===== src/rtl/simple_bus_pkg.sv =====
// Shared types and pattern function for the simple_bus memory self-test master.
package simple_bus_pkg;

    localparam int unsigned AW_DEF = 4;
    localparam int unsigned DW_DEF = 32;

    typedef enum logic [2:0] {
        ST_IDLE  = 3'd0,
        ST_WRITE = 3'd1,
        ST_READ  = 3'd2,
        ST_CHECK = 3'd3,
        ST_DONE  = 3'd4
    } state_e;

    // Test pattern: seed plus zero-extended address, wrapping modulo 2**DW.
    function automatic logic [DW_DEF-1:0] exp_word(input logic [DW_DEF-1:0] seed,
                                                   input logic [AW_DEF-1:0] addr);
        return seed + DW_DEF'(addr);
    endfunction

endpackage


===== src/rtl/mem_test_checker.sv =====
// Read-back checker: tags each issued read, compares the returned word one cycle
// later and accumulates a saturating error count plus the first failing address.
module mem_test_checker
    import simple_bus_pkg::*;
#(
    parameter int unsigned DEPTH = 16,
    parameter int unsigned AW    = 4,
    parameter int unsigned DW    = 32,
    localparam int unsigned CW   = $clog2(DEPTH + 1)
) (
    input  logic          clk,
    input  logic          rst,
    input  logic          clear,
    input  logic          rd_issue,
    input  logic [AW-1:0] rd_addr,
    input  logic [DW-1:0] seed,
    input  logic [DW-1:0] rdata,
    output logic [CW-1:0] err_count,
    output logic [AW-1:0] first_err_addr,
    output logic [CW-1:0] err_count_nxt_c
);

    logic          tag_valid_q, tag_valid_d;
    logic [AW-1:0] tag_addr_q, tag_addr_d;
    logic [CW-1:0] err_count_q, err_count_d;
    logic [AW-1:0] first_err_addr_q, first_err_addr_d;
    logic [DW-1:0] exp_c;
    logic          mismatch_c;

    always_comb begin
        tag_valid_d      = rd_issue;
        tag_addr_d       = rd_addr;
        err_count_d      = err_count_q;
        first_err_addr_d = first_err_addr_q;
        exp_c            = DW'(exp_word(DW_DEF'(seed), AW_DEF'(tag_addr_q)));
        mismatch_c       = tag_valid_q && (rdata != exp_c);
        if (clear) begin
            err_count_d      = '0;
            first_err_addr_d = '0;
        end else if (mismatch_c) begin
            if (err_count_q < CW'(DEPTH)) begin
                err_count_d = err_count_q + CW'(1);
            end
            // A zero count means this is the first mismatch of the run.
            if (err_count_q == '0) begin
                first_err_addr_d = tag_addr_q;
            end
        end
    end

    always_ff @(posedge clk) begin
        if (rst) begin
            tag_valid_q      <= 1'b0;
            tag_addr_q       <= '0;
            err_count_q      <= '0;
            first_err_addr_q <= '0;
        end else begin
            tag_valid_q      <= tag_valid_d;
            tag_addr_q       <= tag_addr_d;
            err_count_q      <= err_count_d;
            first_err_addr_q <= first_err_addr_d;
        end
    end

    assign err_count       = err_count_q;
    assign first_err_addr  = first_err_addr_q;
    assign err_count_nxt_c = err_count_d;

endmodule


===== src/rtl/simple_bus_mem_tester.sv =====
// Self-test bus master: writes seed+addr to every word, reads it all back and
// reports pass/fail, error count and first failing address.
module simple_bus_mem_tester
    import simple_bus_pkg::*;
#(
    parameter int unsigned DEPTH = 16,
    parameter int unsigned AW    = 4,
    parameter int unsigned DW    = 32,
    localparam int unsigned CW   = $clog2(DEPTH + 1)
) (
    input  logic          clk,
    input  logic          rst,
    input  logic          start,
    input  logic [DW-1:0] seed,
    output logic          busy,
    output logic          done,
    output logic          pass,
    output logic [CW-1:0] err_count,
    output logic [AW-1:0] first_err_addr,
    output logic [AW-1:0] bus_addr,
    output logic          bus_wr,
    output logic          bus_rd,
    output logic [DW-1:0] bus_wdata,
    input  logic [DW-1:0] bus_rdata
);

    localparam logic [AW-1:0] LAST_ADDR = AW'(DEPTH - 1);

    state_e        state_q, state_d;
    logic [DW-1:0] seed_q, seed_d;
    logic          busy_q, busy_d;
    logic          done_q, done_d;
    logic          pass_q, pass_d;
    logic [AW-1:0] bus_addr_q, bus_addr_d;
    logic          bus_wr_q, bus_wr_d;
    logic          bus_rd_q, bus_rd_d;
    logic [DW-1:0] bus_wdata_q, bus_wdata_d;
    logic          clear_c;
    logic [CW-1:0] err_count_nxt_c;

    // bus_addr_q doubles as the walk index; outputs are set up for the next state.
    always_comb begin
        state_d     = state_q;
        seed_d      = seed_q;
        pass_d      = pass_q;
        done_d      = 1'b0;
        bus_addr_d  = '0;
        bus_wr_d    = 1'b0;
        bus_rd_d    = 1'b0;
        bus_wdata_d = '0;
        clear_c     = 1'b0;
        unique case (state_q)
            ST_IDLE: begin
                if (start) begin
                    state_d     = ST_WRITE;
                    seed_d      = seed;
                    pass_d      = 1'b0;
                    clear_c     = 1'b1;
                    bus_wr_d    = 1'b1;
                    bus_wdata_d = DW'(exp_word(DW_DEF'(seed), AW_DEF'(0)));
                end
            end
            ST_WRITE: begin
                if (bus_addr_q == LAST_ADDR) begin
                    state_d  = ST_READ;
                    bus_rd_d = 1'b1;
                end else begin
                    bus_addr_d  = bus_addr_q + AW'(1);
                    bus_wr_d    = 1'b1;
                    bus_wdata_d = DW'(exp_word(DW_DEF'(seed_q), AW_DEF'(bus_addr_d)));
                end
            end
            ST_READ: begin
                if (bus_addr_q == LAST_ADDR) begin
                    state_d = ST_CHECK;
                end else begin
                    bus_addr_d = bus_addr_q + AW'(1);
                    bus_rd_d   = 1'b1;
                end
            end
            ST_CHECK: begin
                // Include the final read's comparison, which lands on this same edge.
                state_d = ST_DONE;
                done_d  = 1'b1;
                pass_d  = (err_count_nxt_c == '0);
            end
            ST_DONE: begin
                state_d = ST_IDLE;
            end
            default: begin
                state_d = ST_IDLE;
            end
        endcase
        busy_d = (state_d == ST_WRITE) || (state_d == ST_READ) || (state_d == ST_CHECK);
    end

    always_ff @(posedge clk) begin
        if (rst) begin
            state_q     <= ST_IDLE;
            seed_q      <= '0;
            busy_q      <= 1'b0;
            done_q      <= 1'b0;
            pass_q      <= 1'b0;
            bus_addr_q  <= '0;
            bus_wr_q    <= 1'b0;
            bus_rd_q    <= 1'b0;
            bus_wdata_q <= '0;
        end else begin
            state_q     <= state_d;
            seed_q      <= seed_d;
            busy_q      <= busy_d;
            done_q      <= done_d;
            pass_q      <= pass_d;
            bus_addr_q  <= bus_addr_d;
            bus_wr_q    <= bus_wr_d;
            bus_rd_q    <= bus_rd_d;
            bus_wdata_q <= bus_wdata_d;
        end
    end

    mem_test_checker #(
        .DEPTH (DEPTH),
        .AW    (AW),
        .DW    (DW)
    ) u_checker (
        .clk             (clk),
        .rst             (rst),
        .clear           (clear_c),
        .rd_issue        (bus_rd_q),
        .rd_addr         (bus_addr_q),
        .seed            (seed_q),
        .rdata           (bus_rdata),
        .err_count       (err_count),
        .first_err_addr  (first_err_addr),
        .err_count_nxt_c (err_count_nxt_c)
    );

    assign busy      = busy_q;
    assign done      = done_q;
    assign pass      = pass_q;
    assign bus_addr  = bus_addr_q;
    assign bus_wr    = bus_wr_q;
    assign bus_rd    = bus_rd_q;
    assign bus_wdata = bus_wdata_q;

endmodule

===== config.mk =====
export PLATFORM = sky130hd
export DESIGN_NAME = simple_bus_mem_tester
export DESIGN_NICKNAME = d
export VERILOG_FILES = /design/src/rtl/simple_bus_pkg.sv /design/src/rtl/mem_test_checker.sv /design/src/rtl/simple_bus_mem_tester.sv
export SDC_FILE = /design/constraint.sdc
export NUM_CORES = 1
export LEC_CHECK = 0
export CAP_MARGIN = 40
export CORE_ASPECT_RATIO = 0.75
export CORE_MARGIN = 10
export CORE_UTILIZATION = 55
export CTS_CLUSTER_DIAMETER = 100
export DETAILED_ROUTE_END_ITERATION = 7
export PLACE_DENSITY = 0.86
export RECOVER_POWER = 25
export SLEW_MARGIN = 20
export SYNTH_ARGS = -nofsm -noshare
export SYNTH_HDL_FRONTEND = slang
export SYNTH_SLANG_ARGS = --single-unit
export TNS_END_PERCENT = 30

===== constraint.sdc =====
create_clock -name clk -period 9.81 [get_ports clk]
set_clock_uncertainty 0.1 [all_clocks]
set_input_delay 1.962 -clock clk [delete_from_list [all_inputs] [get_ports clk]]
set_output_delay 1.962 -clock clk [all_outputs]
set_load 0.01 [all_outputs]

==> impl_metrics.env <==
export IMPL_setup_violations=0
export IMPL_rsz0062_at_grt="false"
export IMPL_postCtsSetupRepairBufs=0
export IMPL_grtUsageTotal_pct=22.8
export IMPL_crit_path_end_kind="flip-flop"
export IMPL_cts_resized=0
export IMPL_critPathKind="primary input to flip-flop"
export IMPL_max_freq_mhz=205
export IMPL_dieArea_um2=13800
export IMPL_cp_arrival_ns=4.96
export IMPL_cp_cell_sequence="dlygate4sd3_1, clkbuf_1, or3_2, a21oi_1"
export IMPL_avgSynthCellArea_um2=8.08
export IMPL_hold_viol=0
export IMPL_synth_nets=723
export IMPL_syn2layout_area_growth_pct=27.4
export IMPL_max_stage_delay_ns=1.54
export IMPL_wl_mm=15.8
export IMPL_grt_pass1_wl_mm=26.1
export IMPL_ys_async_sr_fraction_pct=0
export IMPL_relSlewSlack_pct=-44.7
export IMPL_drt_pre_antenna_iters=5
export IMPL_yosys_warnings=0
export IMPL_clock_latency_ns=0.34
export IMPL_ctsHoldBuffers=0
export IMPL_hpwlAfterDp_mm=11.9
export IMPL_tritoncts="done"
export IMPL_vdd_ir_drop_worst_mv=0.115
export IMPL_cts_made_buffers=9
export IMPL_netlist_area_um2=5200
export IMPL_synthTopCellsByCount="122 x nand2_1, 90 x dfxtp_1, 79 x a21oi_1, 45 x xor2_1, 34 x nor2_1"
export IMPL_final_cell_count_no_fill=860
export IMPL_ys_seq_area_share_pct=34.7
export IMPL_synthDistinctLibCells=59
export IMPL_antenna_found_initial=0
export IMPL_fin_crit_sh_pct=49.6
export IMPL_synthCells=643
export IMPL_clockBufferDepth=2
export IMPL_diodes=0
export IMPL_fp_dieW_um=132
export IMPL_htree_levels=3
export IMPL_crit_slowest_cell="clkbuf_1"
export IMPL_synth_top_cell_area_share_pct=34.7
export IMPL_drtIter0Drc=382
export IMPL_fin_util_pct=72.6
export IMPL_p_leak_nw=2.53
export IMPL_cts_sinks=90
export IMPL_ios=117
export IMPL_overflow=0
export IMPL_multiInputGateArea_um2=3130
export IMPL_synth_top_flop_cell="dfxtp_1"
export IMPL_coreArea_um2=9120
export IMPL_clk_pin_slew_worst_paths_ns=0.06
export IMPL_place_congestion=0.928
export IMPL_row_count=30
export IMPL_avgRoutedWirePerCell_um=18.4
export IMPL_period_minus_slack_ns=4.87
export IMPL_finalSetupTns_ns=0
export IMPL_start_util_pct=57.0
export IMPL_dieHeight_um=104
export IMPL_ys_seq_elements=90
export IMPL_status="finished with violations"
export IMPL_vias=4932
export IMPL_hold_class="flip-flop to flip-flop"
export IMPL_yosysTopAreaCell="dfxtp_1"
export IMPL_cap_violations=1
export IMPL_cts_root_buffer="clkbuf_16"
export IMPL_dp_cells=844
export IMPL_yosysMostFrequentCell="nand2_1"
export IMPL_slew_violations=47
export IMPL_synth_edf_count=0
export IMPL_route_detailed_drc=0
export IMPL_required_ns=9.91
export IMPL_cp_max_fo=46
export IMPL_first_global_vias=4849
export IMPL_via_per_inst=5.73
export IMPL_grt_max_degree=47
export IMPL_layout_drive_gt1_share_pct=5.33
export IMPL_postRouteAntennaNets=0
export IMPL_crit_family="buffers and inverters"
export IMPL_violations="capacitance limit, slew limit"
export IMPL_fin_nets=808
export IMPL_fillers=744
export IMPL_worstSetupStartpointType="primary input"
export IMPL_yosys_top_cells_area="dfxtp_1 35%, nand2_1 8.8%, a21oi_1 7.6%"
export IMPL_crit_buf_inv=2
export IMPL_seqCellArea_um2=1800
export IMPL_powerDensity_nw_per_um2=134
export IMPL_port_buffers=116
export IMPL_tightest_slew_ns=2.17
-- routing by layer --
metal | wire (µm) | track usage [%] | vias to the layer above | part of all wire [%]
li1 | - | - | 2402 | -
met1 | 7330 | 31.0 | 2309 | 46
met2 | 7010 | 34.6 | 202 | 44
met3 | 1240 | 6.71 | 19 | 7.8
met4 | 216 | 5.80 | 0 | 1.4
met5 | 0 | 0 | - | 0
-- through the flow --
stage          hold slack [ns]  total power [mW]  cell area, µm²  setup slack (ns)
2_1_floorplan            0.357             0.488            5200              5.74
3_3_place_gp             0.362             0.550            6320              5.16
3_5_place_dp             0.364             0.552            6320              5.12
4_1_cts                  0.373             0.888            6610              5.46
5_1_grt                  0.405             0.917            6620              4.72
6_report                 0.373             0.884            6620              4.94
-- area by class of cell --
class,count,share of cell area [%]
clock inverter,5,0.851
timing repair buffer,121,18.1
sequential,90,27.2
inverter,11,0.624
tap,128,2.42
clock buffer,10,3.46
multi-input combinational,495,47.3
-- state kept, by name, summed over array words and instances, names as in the netlist --
signal,flops
pass,1
state_q,3
u_checker.tag_valid_q,1
busy,1
u_checker.tag_addr_q,4
bus_rd,1
bus_wdata,32
seed_q,32
u_checker.first_err_addr,4
bus_addr,4
bus_wr,1
done,1
u_checker.err_count,5
-- path summary, 6_finish.rpt --
kind,start,endpoint,slack [ns],depth (start not counted)
max,rst,bus_wdata[10]$_SDFF_PP0_,4.94,4
min,bus_rd$_SDFF_PP0_,u_checker.tag_valid_q$_SDFF_PP0_,0.37,1
max reg2reg,seed_q[0]$_SDFFE_PP0P_,u_checker.first_err_addr[3]$_SDFFE_PP0P_,6.21,11
min reg2reg,bus_rd$_SDFF_PP0_,u_checker.tag_valid_q$_SDFF_PP0_,0.37,1
-- report_power, final --
| group | internal [mW] | leakage [nW] | switching, mW |
|---|---|---|---|
| registers | 0.383 | 0.735 | 0.0227 |
| logic | 0.0698 | 1.65 | 0.0701 |
| clock network | 0.196 | 0.138 | 0.143 |
| total | 0.648 | 2.53 | 0.236 |
-- layout by cell type (no fill, tap or decap), drive strengths merged, types with 6 or more instances in the layout --
master         instances
nand2                122
clkdlybuf4s50         96
dfxtp                 90
a21oi                 79
xor2                  45
nor2                  34
xnor2                 30
dlygate4sd3           20
nor3                  19
nand4                 17
nand3                 14
nor4                  13
inv                   11
ha                    11
clkbuf                11
o21ai                 11
nor2b                  9
and3                   8
mux2i                  7
or2                    6
or4                    6
-- cells by family (layout without fill, tap and decap cells) --
| logic type | count (synthesis) | count (layout) | share of synthesized area, % |
|---|---|---|---|
| fa+ha+maj | 13 | 13 | 3.42 |
| compound gates | 130 | 130 | 15.7 |
| flops | 90 | 90 | 34.7 |
| simple gates | 270 | 270 | 26.9 |
| buf+inv | 58 | 147 | 5.32 |
| mux | 7 | 7 | 1.35 |
| xor+xnor | 75 | 75 | 12.6 |
(Power assumes the default switching activity.)
